$ cat src/rtl/serial_frame_scheduler_pkg.sv
// Shared types and sizes for the serial frame scheduler.
// Contents: state enumeration, requester count and field widths, and the
// packed record of one latched frame (port, length, payload).
package sched_pkg;

   localparam int unsigned N_REQ  = 4;
   localparam int unsigned PORT_W = 2;
   localparam int unsigned LEN_W  = 4;
   localparam int unsigned DATA_W = 15;

   typedef enum logic [2:0] {
      IDLE,
      START,
      PORT,
      LEN,
      DATA,
      GAP
   } state_t;

   // Frame captured at grant; data is shifted right as bits go out.
   typedef struct packed {
      logic [PORT_W-1:0] port;
      logic [LEN_W-1:0]  len;
      logic [DATA_W-1:0] data;
   } frame_t;

endpackage

$ cat src/rtl/serial_frame_scheduler_if.sv
// Requester-side bus of the serial frame scheduler.
// Signals:
//   req        requests, one bit per requester (index = destination port)
//   len_i      4-bit lengths, requester i at [4i+3:4i]
//   data_i     15-bit payloads, requester i at [15i+14:15i]
//   gnt        one-hot grant pulse
//   busy       frame (including trailing gap) in progress
//   SerOut     serial line, idles high
//   frame_done pulse when the last data bit period ends
// Modports: master = requester side, slave = scheduler.
interface serial_frame_scheduler_if;
   import sched_pkg::*;

   logic [N_REQ-1:0]        req;
   logic [N_REQ*LEN_W-1:0]  len_i;
   logic [N_REQ*DATA_W-1:0] data_i;
   logic [N_REQ-1:0]        gnt;
   logic                    busy;
   logic                    SerOut;
   logic                    frame_done;

   modport master (
      output req, len_i, data_i,
      input  gnt, busy, SerOut, frame_done
   );

   modport slave (
      input  req, len_i, data_i,
      output gnt, busy, SerOut, frame_done
   );

endinterface

$ cat src/rtl/serial_frame_scheduler_rr_arbiter.sv
// Four-input one-hot arbiter for the serial frame scheduler.
// Macro SCHED_RR_EN: defined -> round-robin with a pointer register that
// moves one past the winner on each enabled grant; undefined -> fixed
// priority (requester 0 highest), no pointer and no clock ports.
// Ports:
//   clk, reset, en  (SCHED_RR_EN only) clock, async high reset, grant enable
//   elig            eligible requesters
//   gnt_c           one-hot winner (combinational)
//   idx_c           winner index (combinational)
//   any_c           at least one eligible requester (combinational)
module rr_arbiter
   import sched_pkg::*;
(
`ifdef SCHED_RR_EN
   input  logic              clk,
   input  logic              reset,
   input  logic              en,
`endif
   input  logic [N_REQ-1:0]  elig,
   output logic [N_REQ-1:0]  gnt_c,
   output logic [PORT_W-1:0] idx_c,
   output logic              any_c
);

   logic [PORT_W-1:0] cand;

`ifdef SCHED_RR_EN
   logic [PORT_W-1:0] ptr_q;
   logic [PORT_W-1:0] ptr_d;

   // Scan from the far end back to the pointer so the nearest hit wins.
   always_comb begin
      cand  = '0;
      idx_c = '0;
      any_c = 1'b0;
      gnt_c = '0;
      for (int off = N_REQ - 1; off >= 0; off--) begin
         cand = ptr_q + PORT_W'(off);
         if (elig[cand]) begin
            idx_c = cand;
            any_c = 1'b1;
         end
      end
      gnt_c[idx_c] = any_c;
      ptr_d = ptr_q;
      if (en && any_c) begin
         ptr_d = idx_c + PORT_W'(1);
      end
   end

   always_ff @(posedge clk or posedge reset) begin
      if (reset) begin
         ptr_q <= '0;
      end else begin
         ptr_q <= ptr_d;
      end
   end
`else
   // Fixed priority: lowest index wins.
   always_comb begin
      cand  = '0;
      idx_c = '0;
      any_c = 1'b0;
      gnt_c = '0;
      for (int off = N_REQ - 1; off >= 0; off--) begin
         cand = PORT_W'(off);
         if (elig[cand]) begin
            idx_c = cand;
            any_c = 1'b1;
         end
      end
      gnt_c[idx_c] = any_c;
   end
`endif

endmodule

$ cat src/rtl/serial_frame_scheduler.sv
// Serial frame scheduler: arbitrates four requesters and serializes the
// winner as start(0), port[1:0] MSB first, len[3:0] MSB first, data LSB
// first, then GAP_BITS idle-high periods. Advances only on clkEN cycles.
// Macro SCHED_RR_EN selects round-robin arbitration (default: fixed
// priority, requester 0 highest).
// Ports:
//   clk    system clock, rising edge
//   reset  asynchronous active-high reset
//   clkEN  single-cycle bit-step strobe
//   bus    serial_frame_scheduler_if.slave (req/len_i/data_i in,
//          gnt/busy/SerOut/frame_done out, all registered)
module serial_frame_scheduler
   import sched_pkg::*;
#(
   parameter int unsigned GAP_BITS = 2
) (
   input  logic                     clk,
   input  logic                     reset,
   input  logic                     clkEN,
   serial_frame_scheduler_if.slave  bus
);

   state_t            state_q, state_d;
   frame_t            frame_q, frame_d;
   logic [LEN_W-1:0]  cnt_q,   cnt_d;
   logic              ser_q,   ser_d;
   logic              busy_q,  busy_d;
   logic [N_REQ-1:0]  gnt_q,   gnt_d;
   logic              done_q,  done_d;

   logic [N_REQ-1:0]  elig;
   logic [N_REQ-1:0]  arb_gnt_c;
   logic [PORT_W-1:0] arb_idx_c;
   logic              arb_any_c;

   // A zero-length request is ignored entirely.
   always_comb begin
      elig = '0;
      for (int i = 0; i < N_REQ; i++) begin
         elig[i] = bus.req[i] && (bus.len_i[i*LEN_W +: LEN_W] != '0);
      end
   end

`ifdef SCHED_RR_EN
   logic arb_en;
   assign arb_en = clkEN && (state_q == IDLE);
`endif

   rr_arbiter u_arb (
`ifdef SCHED_RR_EN
      .clk   (clk),
      .reset (reset),
      .en    (arb_en),
`endif
      .elig  (elig),
      .gnt_c (arb_gnt_c),
      .idx_c (arb_idx_c),
      .any_c (arb_any_c)
   );

   // Next state: ser_d is the bit of the period being entered, so the line
   // only moves on clkEN edges. cnt_q counts bits left within a field.
   always_comb begin
      state_d = state_q;
      frame_d = frame_q;
      cnt_d   = cnt_q;
      ser_d   = ser_q;
      busy_d  = busy_q;
      gnt_d   = '0;
      done_d  = 1'b0;
      if (clkEN) begin
         unique case (state_q)
            IDLE: begin
               ser_d = 1'b1;
               if (arb_any_c) begin
                  state_d       = START;
                  ser_d         = 1'b0;
                  busy_d        = 1'b1;
                  gnt_d         = arb_gnt_c;
                  frame_d.port  = arb_idx_c;
                  frame_d.len   = bus.len_i[arb_idx_c*LEN_W +: LEN_W];
                  frame_d.data  = bus.data_i[arb_idx_c*DATA_W +: DATA_W];
               end
            end
            START: begin
               state_d = PORT;
               cnt_d   = LEN_W'(PORT_W - 1);
               ser_d   = frame_q.port[PORT_W-1];
            end
            PORT: begin
               if (cnt_q == '0) begin
                  state_d = LEN;
                  cnt_d   = LEN_W'(LEN_W - 1);
                  ser_d   = frame_q.len[LEN_W-1];
               end else begin
                  cnt_d = cnt_q - LEN_W'(1);
                  ser_d = frame_q.port[cnt_d[0]];
               end
            end
            LEN: begin
               if (cnt_q == '0) begin
                  state_d = DATA;
                  cnt_d   = frame_q.len;
                  ser_d   = frame_q.data[0];
               end else begin
                  cnt_d = cnt_q - LEN_W'(1);
                  ser_d = frame_q.len[cnt_d[1:0]];
               end
            end
            DATA: begin
               if (cnt_q == LEN_W'(1)) begin
                  state_d = GAP;
                  cnt_d   = LEN_W'(GAP_BITS);
                  ser_d   = 1'b1;
                  done_d  = 1'b1;
               end else begin
                  cnt_d        = cnt_q - LEN_W'(1);
                  ser_d        = frame_q.data[1];
                  frame_d.data = frame_q.data >> 1;
               end
            end
            GAP: begin
               ser_d = 1'b1;
               if (cnt_q == LEN_W'(1)) begin
                  state_d = IDLE;
                  cnt_d   = '0;
                  busy_d  = 1'b0;
               end else begin
                  cnt_d = cnt_q - LEN_W'(1);
               end
            end
            default: begin
               state_d = IDLE;
               cnt_d   = '0;
               ser_d   = 1'b1;
               busy_d  = 1'b0;
            end
         endcase
      end
   end

   always_ff @(posedge clk or posedge reset) begin
      if (reset) begin
         state_q <= IDLE;
         frame_q <= '0;
         cnt_q   <= '0;
         ser_q   <= 1'b1;
         busy_q  <= 1'b0;
         gnt_q   <= '0;
         done_q  <= 1'b0;
      end else begin
         state_q <= state_d;
         frame_q <= frame_d;
         cnt_q   <= cnt_d;
         ser_q   <= ser_d;
         busy_q  <= busy_d;
         gnt_q   <= gnt_d;
         done_q  <= done_d;
      end
   end

   assign bus.gnt        = gnt_q;
   assign bus.busy       = busy_q;
   assign bus.SerOut     = ser_q;
   assign bus.frame_done = done_q;

endmodule

$ cat src/flat_wrapper.sv
// flat-port wrapper written by rule: the top's interface ports become plain ports
module serial_frame_scheduler_flat import sched_pkg::*;
#(
   parameter int unsigned GAP_BITS = 2
)
  (clk, reset, clkEN, bus_req, bus_len_i, bus_data_i, bus_gnt, bus_busy, bus_SerOut, bus_frame_done);
  serial_frame_scheduler_if bus_i ();
  input  logic clk;
  input  logic reset;
  input  logic clkEN;
  input wire logic [$bits(bus_i.req)-1:0] bus_req;
  input wire logic [$bits(bus_i.len_i)-1:0] bus_len_i;
  input wire logic [$bits(bus_i.data_i)-1:0] bus_data_i;
  output wire logic [$bits(bus_i.gnt)-1:0] bus_gnt;
  output wire logic [$bits(bus_i.busy)-1:0] bus_busy;
  output wire logic [$bits(bus_i.SerOut)-1:0] bus_SerOut;
  output wire logic [$bits(bus_i.frame_done)-1:0] bus_frame_done;
  assign bus_i.req = bus_req;
  assign bus_i.len_i = bus_len_i;
  assign bus_i.data_i = bus_data_i;
  assign bus_gnt = bus_i.gnt;
  assign bus_busy = bus_i.busy;
  assign bus_SerOut = bus_i.SerOut;
  assign bus_frame_done = bus_i.frame_done;
  serial_frame_scheduler #(.GAP_BITS(GAP_BITS)) u_core (.clk(clk), .reset(reset), .clkEN(clkEN), .bus(bus_i));
endmodule
$ cat config.mk
export PLATFORM = sky130hd
export DESIGN_NAME = serial_frame_scheduler_flat
export DESIGN_NICKNAME = d
export VERILOG_FILES = /design/src/rtl/serial_frame_scheduler_pkg.sv /design/src/rtl/serial_frame_scheduler_if.sv /design/src/rtl/serial_frame_scheduler_rr_arbiter.sv /design/src/rtl/serial_frame_scheduler.sv /design/src/flat_wrapper.sv
export SDC_FILE = /design/constraint.sdc
export NUM_CORES = 1
export LEC_CHECK = 0
export BUFFER_PORTS_ARGS = -buffer_cell sky130_fd_sc_hd__buf_4
export CELL_PAD_IN_SITES_DETAIL_PLACEMENT = 0
export CELL_PAD_IN_SITES_GLOBAL_PLACEMENT = 2
export CORE_ASPECT_RATIO = 1.1
export CORE_MARGIN = 3
export CORE_UTILIZATION = 27
export CTS_CLUSTER_SIZE = 10
export DETAILED_ROUTE_END_ITERATION = 16
export HOLD_SLACK_MARGIN = 0.08
export PLACE_DENSITY = 0.89
export SLEW_MARGIN = 20
export SYNTH_ARGS = -nofsm -noshare
export SYNTH_HDL_FRONTEND = slang
export SYNTH_HIERARCHICAL = 1
export SYNTH_SLANG_ARGS = --single-unit
$ cat constraint.sdc
create_clock -name clk -period 1.85 [get_ports clk]
set_clock_uncertainty 0.15 [all_clocks]
set_input_delay 0.2775 -clock clk [delete_from_list [all_inputs] [get_ports clk]]
set_output_delay 0.2775 -clock clk [all_outputs]
set_load 0.02 [all_outputs]
==> impl_metrics.yaml <==
status:
  status: "finished, violations left"
  failed_checks: "negative setup slack"
die:
  dieWidth_um: 94.64
  chipHeight_um: 103.5
  io_pins: 90
  dieArea_sq_mm: 0.009795
  start_util_pct: 28.57
  rows: 34
  core_area_sq_mm: 0.008168
power:
  peakVddDrop_uv: 421.7
  leakage_uw: 0.001712
  powerDensity_mw_per_mm2: 1155
clock_network:
  clkTransAtPathRegs_ns: 0.07
  cts-root-buf: "clkbuf_8"
  cts_made_buffers: 5
  cts.sinks: 35
  clk_latency_ns: 0.29
  cts_tree: "yes"
  htree_levels: 2
  cts_buffer_depth: 2
sta:
  period_share_pct: 113.5
  setup_viol: 22
  finalHoldViolCount: 0
  drv_slew: 0
  worst_slack_ns: -0.2505
  fmax_ghz: 0.4761
  rsz0062_at_grt: "yes"
  period_minus_slack_ns: 2.101
  maxSlewHeadroom_pct: 68.40
  tightest_slew_ns: 0.4735
finish:
  stdcell_count: 444
  drive_gt1_share_pct: 54.76
  final_core_util_pct: 44.64
  nNetsFinal: 420
  syn2layout_area_growth_pct: 56.25
  fillers: 804
  num_antenna_cells: 0
setup_path:
  regToRegEndpoint: "u_core/frame_q[14]"
  cp.required_ns: 1.88
  timing.rr.start: "u_core/cnt_q[0]"
  start_kind: "input port"
  path_class: "in2reg"
  cp-end-kind: "flip-flop"
  r2r_setup_slack_ns: -0.03
  r2r_cells: 6
  cp_max_fo: 15
  cp.arrival_ns: 2.13
synthesis:
  synth-seq-cells: 35
  synth_seq_area_share_pct: 37.59
  synth_edf_count: 0
  yosys_warnings: 6
  syn_inst: 212
  synth_cell_types: 42
  synth.net_count: 297
  asyncSetResetFlopFracSynth_pct: 100.0
  avgSynthCellArea_sq_um: 11.01
  syn-cell-area_sq_mm: 0.002333
  ys.flop_type: "dfrtp_1"
place:
  dp.cells: 427
  dp_slack_ns: -0.5871
  gp_congestion: 0.8089
  hpwl_um: 5181
  portBuffers: 89
min_path:
  min_path_type: "in2reg"
  min_to: "u_core/state_q[1]"
  hp-start: "clkEN"
  hold_depth: 2
routing:
  vias: 2180
  wl_um: 6728
  drc: 0
  vias_per_cell: 4.910
  dr.first_iter.drc_count: 86
  avgRoutedWirePerCell_um: 15.15
  ant_nets: 0
  dr.pass1.iters: 4
job:
  cap_violations: 0
global_routing:
  grt_antenna_before_repair: 0
  grt_overflow_total: 0
  grt_pass1_vias: 2267
  grt_max_degree: 36
  track_usage_pct: 14.19
  grt_pass1_wl_um: 10980
==> flip-flops by register name, indices dropped and copies added, names as in the netlist <==
name,flops
u_core/bus.SerOut,1
u_core/bus.frame_done,1
u_core/bus.gnt,4
u_core/bus.busy,1
u_core/state_q,3
u_core/cnt_q,4
u_core/frame_q,21
==> power breakdown <==
group	internal, uW	switching [uW]
Clock	340	285
Sequential	1090	243
Combinational	1250	1000
==> layout make-up <==
type                    instances  area, sq um  share of cell area, %
well taps                     108        135.1                  3.706
inverters                       9        33.78                 0.9266
clock buffers                   8        100.1                  2.745
flip-flops and latches         35        877.1                  24.06
repair buffers                131         1055                  28.93
multi-input cells             153         1445                  39.64
==> timing repair <==
action | in CTS | in global routing
cloned | 0 | 0
hold endpoints to repair | 34 | 0
endpoints found under the setup margin | 27 | 33
hold buffers | 1 | 0
resized for setup | 10 | 14
setup buffers | 2 | 6
pin swaps | 0 | 2
==> synth_stat cells (all sizes together) (5+ instances only) <==
cell    instances  share of area [%]
a21oi          21                4.5
buf             8                2.0
o21ai           6                1.3
mux2i          14                6.0
nor2           22                3.5
nand2          10                1.7
clkbuf          7                1.1
mux4           20                 19
nand3           5                1.1
nor3            5                1.1
inv             9                1.4
dfrtp          34                 36
mux2            7                3.4
and2            5                1.3
==> worst max path at each step <==
stage | start | to | cells past startpoint
finish | bus_len_i[11] | u_core/frame_q[0] | 8
global route | bus_len_i[11] | u_core/frame_q[0] | 8
CTS | bus_len_i[11] | u_core/frame_q[0] | 8
detailed placement | bus_len_i[11] | u_core/frame_q[0] | 8
global placement | bus_len_i[11] | u_core/frame_q[1] | 8
floorplan | bus_len_i[11] | u_core/frame_q[15] | 6
==> stage by stage <==
step	instance area, sq um	setup TNS (ns)	hold slack [ns]	power (uW)
final	3646	-4.250	0.1300	4210
after global routing	3646	-6.444	0.1272	4563
after CTS	3551	-4.830	0.1111	3983
after detailed placement	3386	-13.62	0.2802	3284
after global placement	3386	-13.16	0.2774	3246
after floorplan	2367	-5.791	0.2811	2546
==> cell families (layout without fill, tap and decap cells) <==
kind of cell,count (synthesis),after routing,share of synthesized area (%)
AOI/OAI and AO/OA,50,50,15.17
buffers and inverters,24,148,4.558
and+or+nand+nor,59,59,12.55
xor gates and xnor gates,1,1,0.3754
adders and majority gates,2,2,1.072
muxes,41,41,28.69
DFF,35,35,37.59
==> routing by layer <==
layer / vias to the layer above / share of wire, % / track usage, %
met3: 6 / 6.6 / 3.263
met1: 1050 / 40 / 17.66
met2: 76 / 52 / 23.58
met4: 0 / 1.6 / 5.361
met5: - / 0 / 0
li1: 1048 / - / -
==> worst max-delay path: stages <==
cell      delay [ns]
buf_6           0.09
o41a_1          0.43
nand2b_4        0.17
a21oi_4         0.18
buf_12          0.20
mux4_2          0.52
mux2i_1         0.16
a21oi_1         0.09
==> cell usage in the layout, fill, tap and decap left out, types with 3 or more instances in the layout <==
cell / netlist / routed
clkbuf_8: 0 / 7
o21ai_0: 6 / 5
dfrtp_1: 34 / 34
inv_2: 1 / 3
mux4_2: 20 / 20
buf_4: 0 / 121
a21oi_1: 21 / 19
nor2_1: 22 / 20
mux2_4: 0 / 4
o41a_1: 4 / 4
and2_1: 5 / 5
buf_12: 0 / 4
o31ai_1: 3 / 3
mux2_2: 7 / 3
inv_1: 8 / 6
nand2_1: 9 / 8
buf_6: 1 / 5
nand2b_1: 4 / 3
mux2i_1: 14 / 14
nor3_1: 5 / 4
nand3_1: 5 / 5
Power figures use the tool's default switching activity.
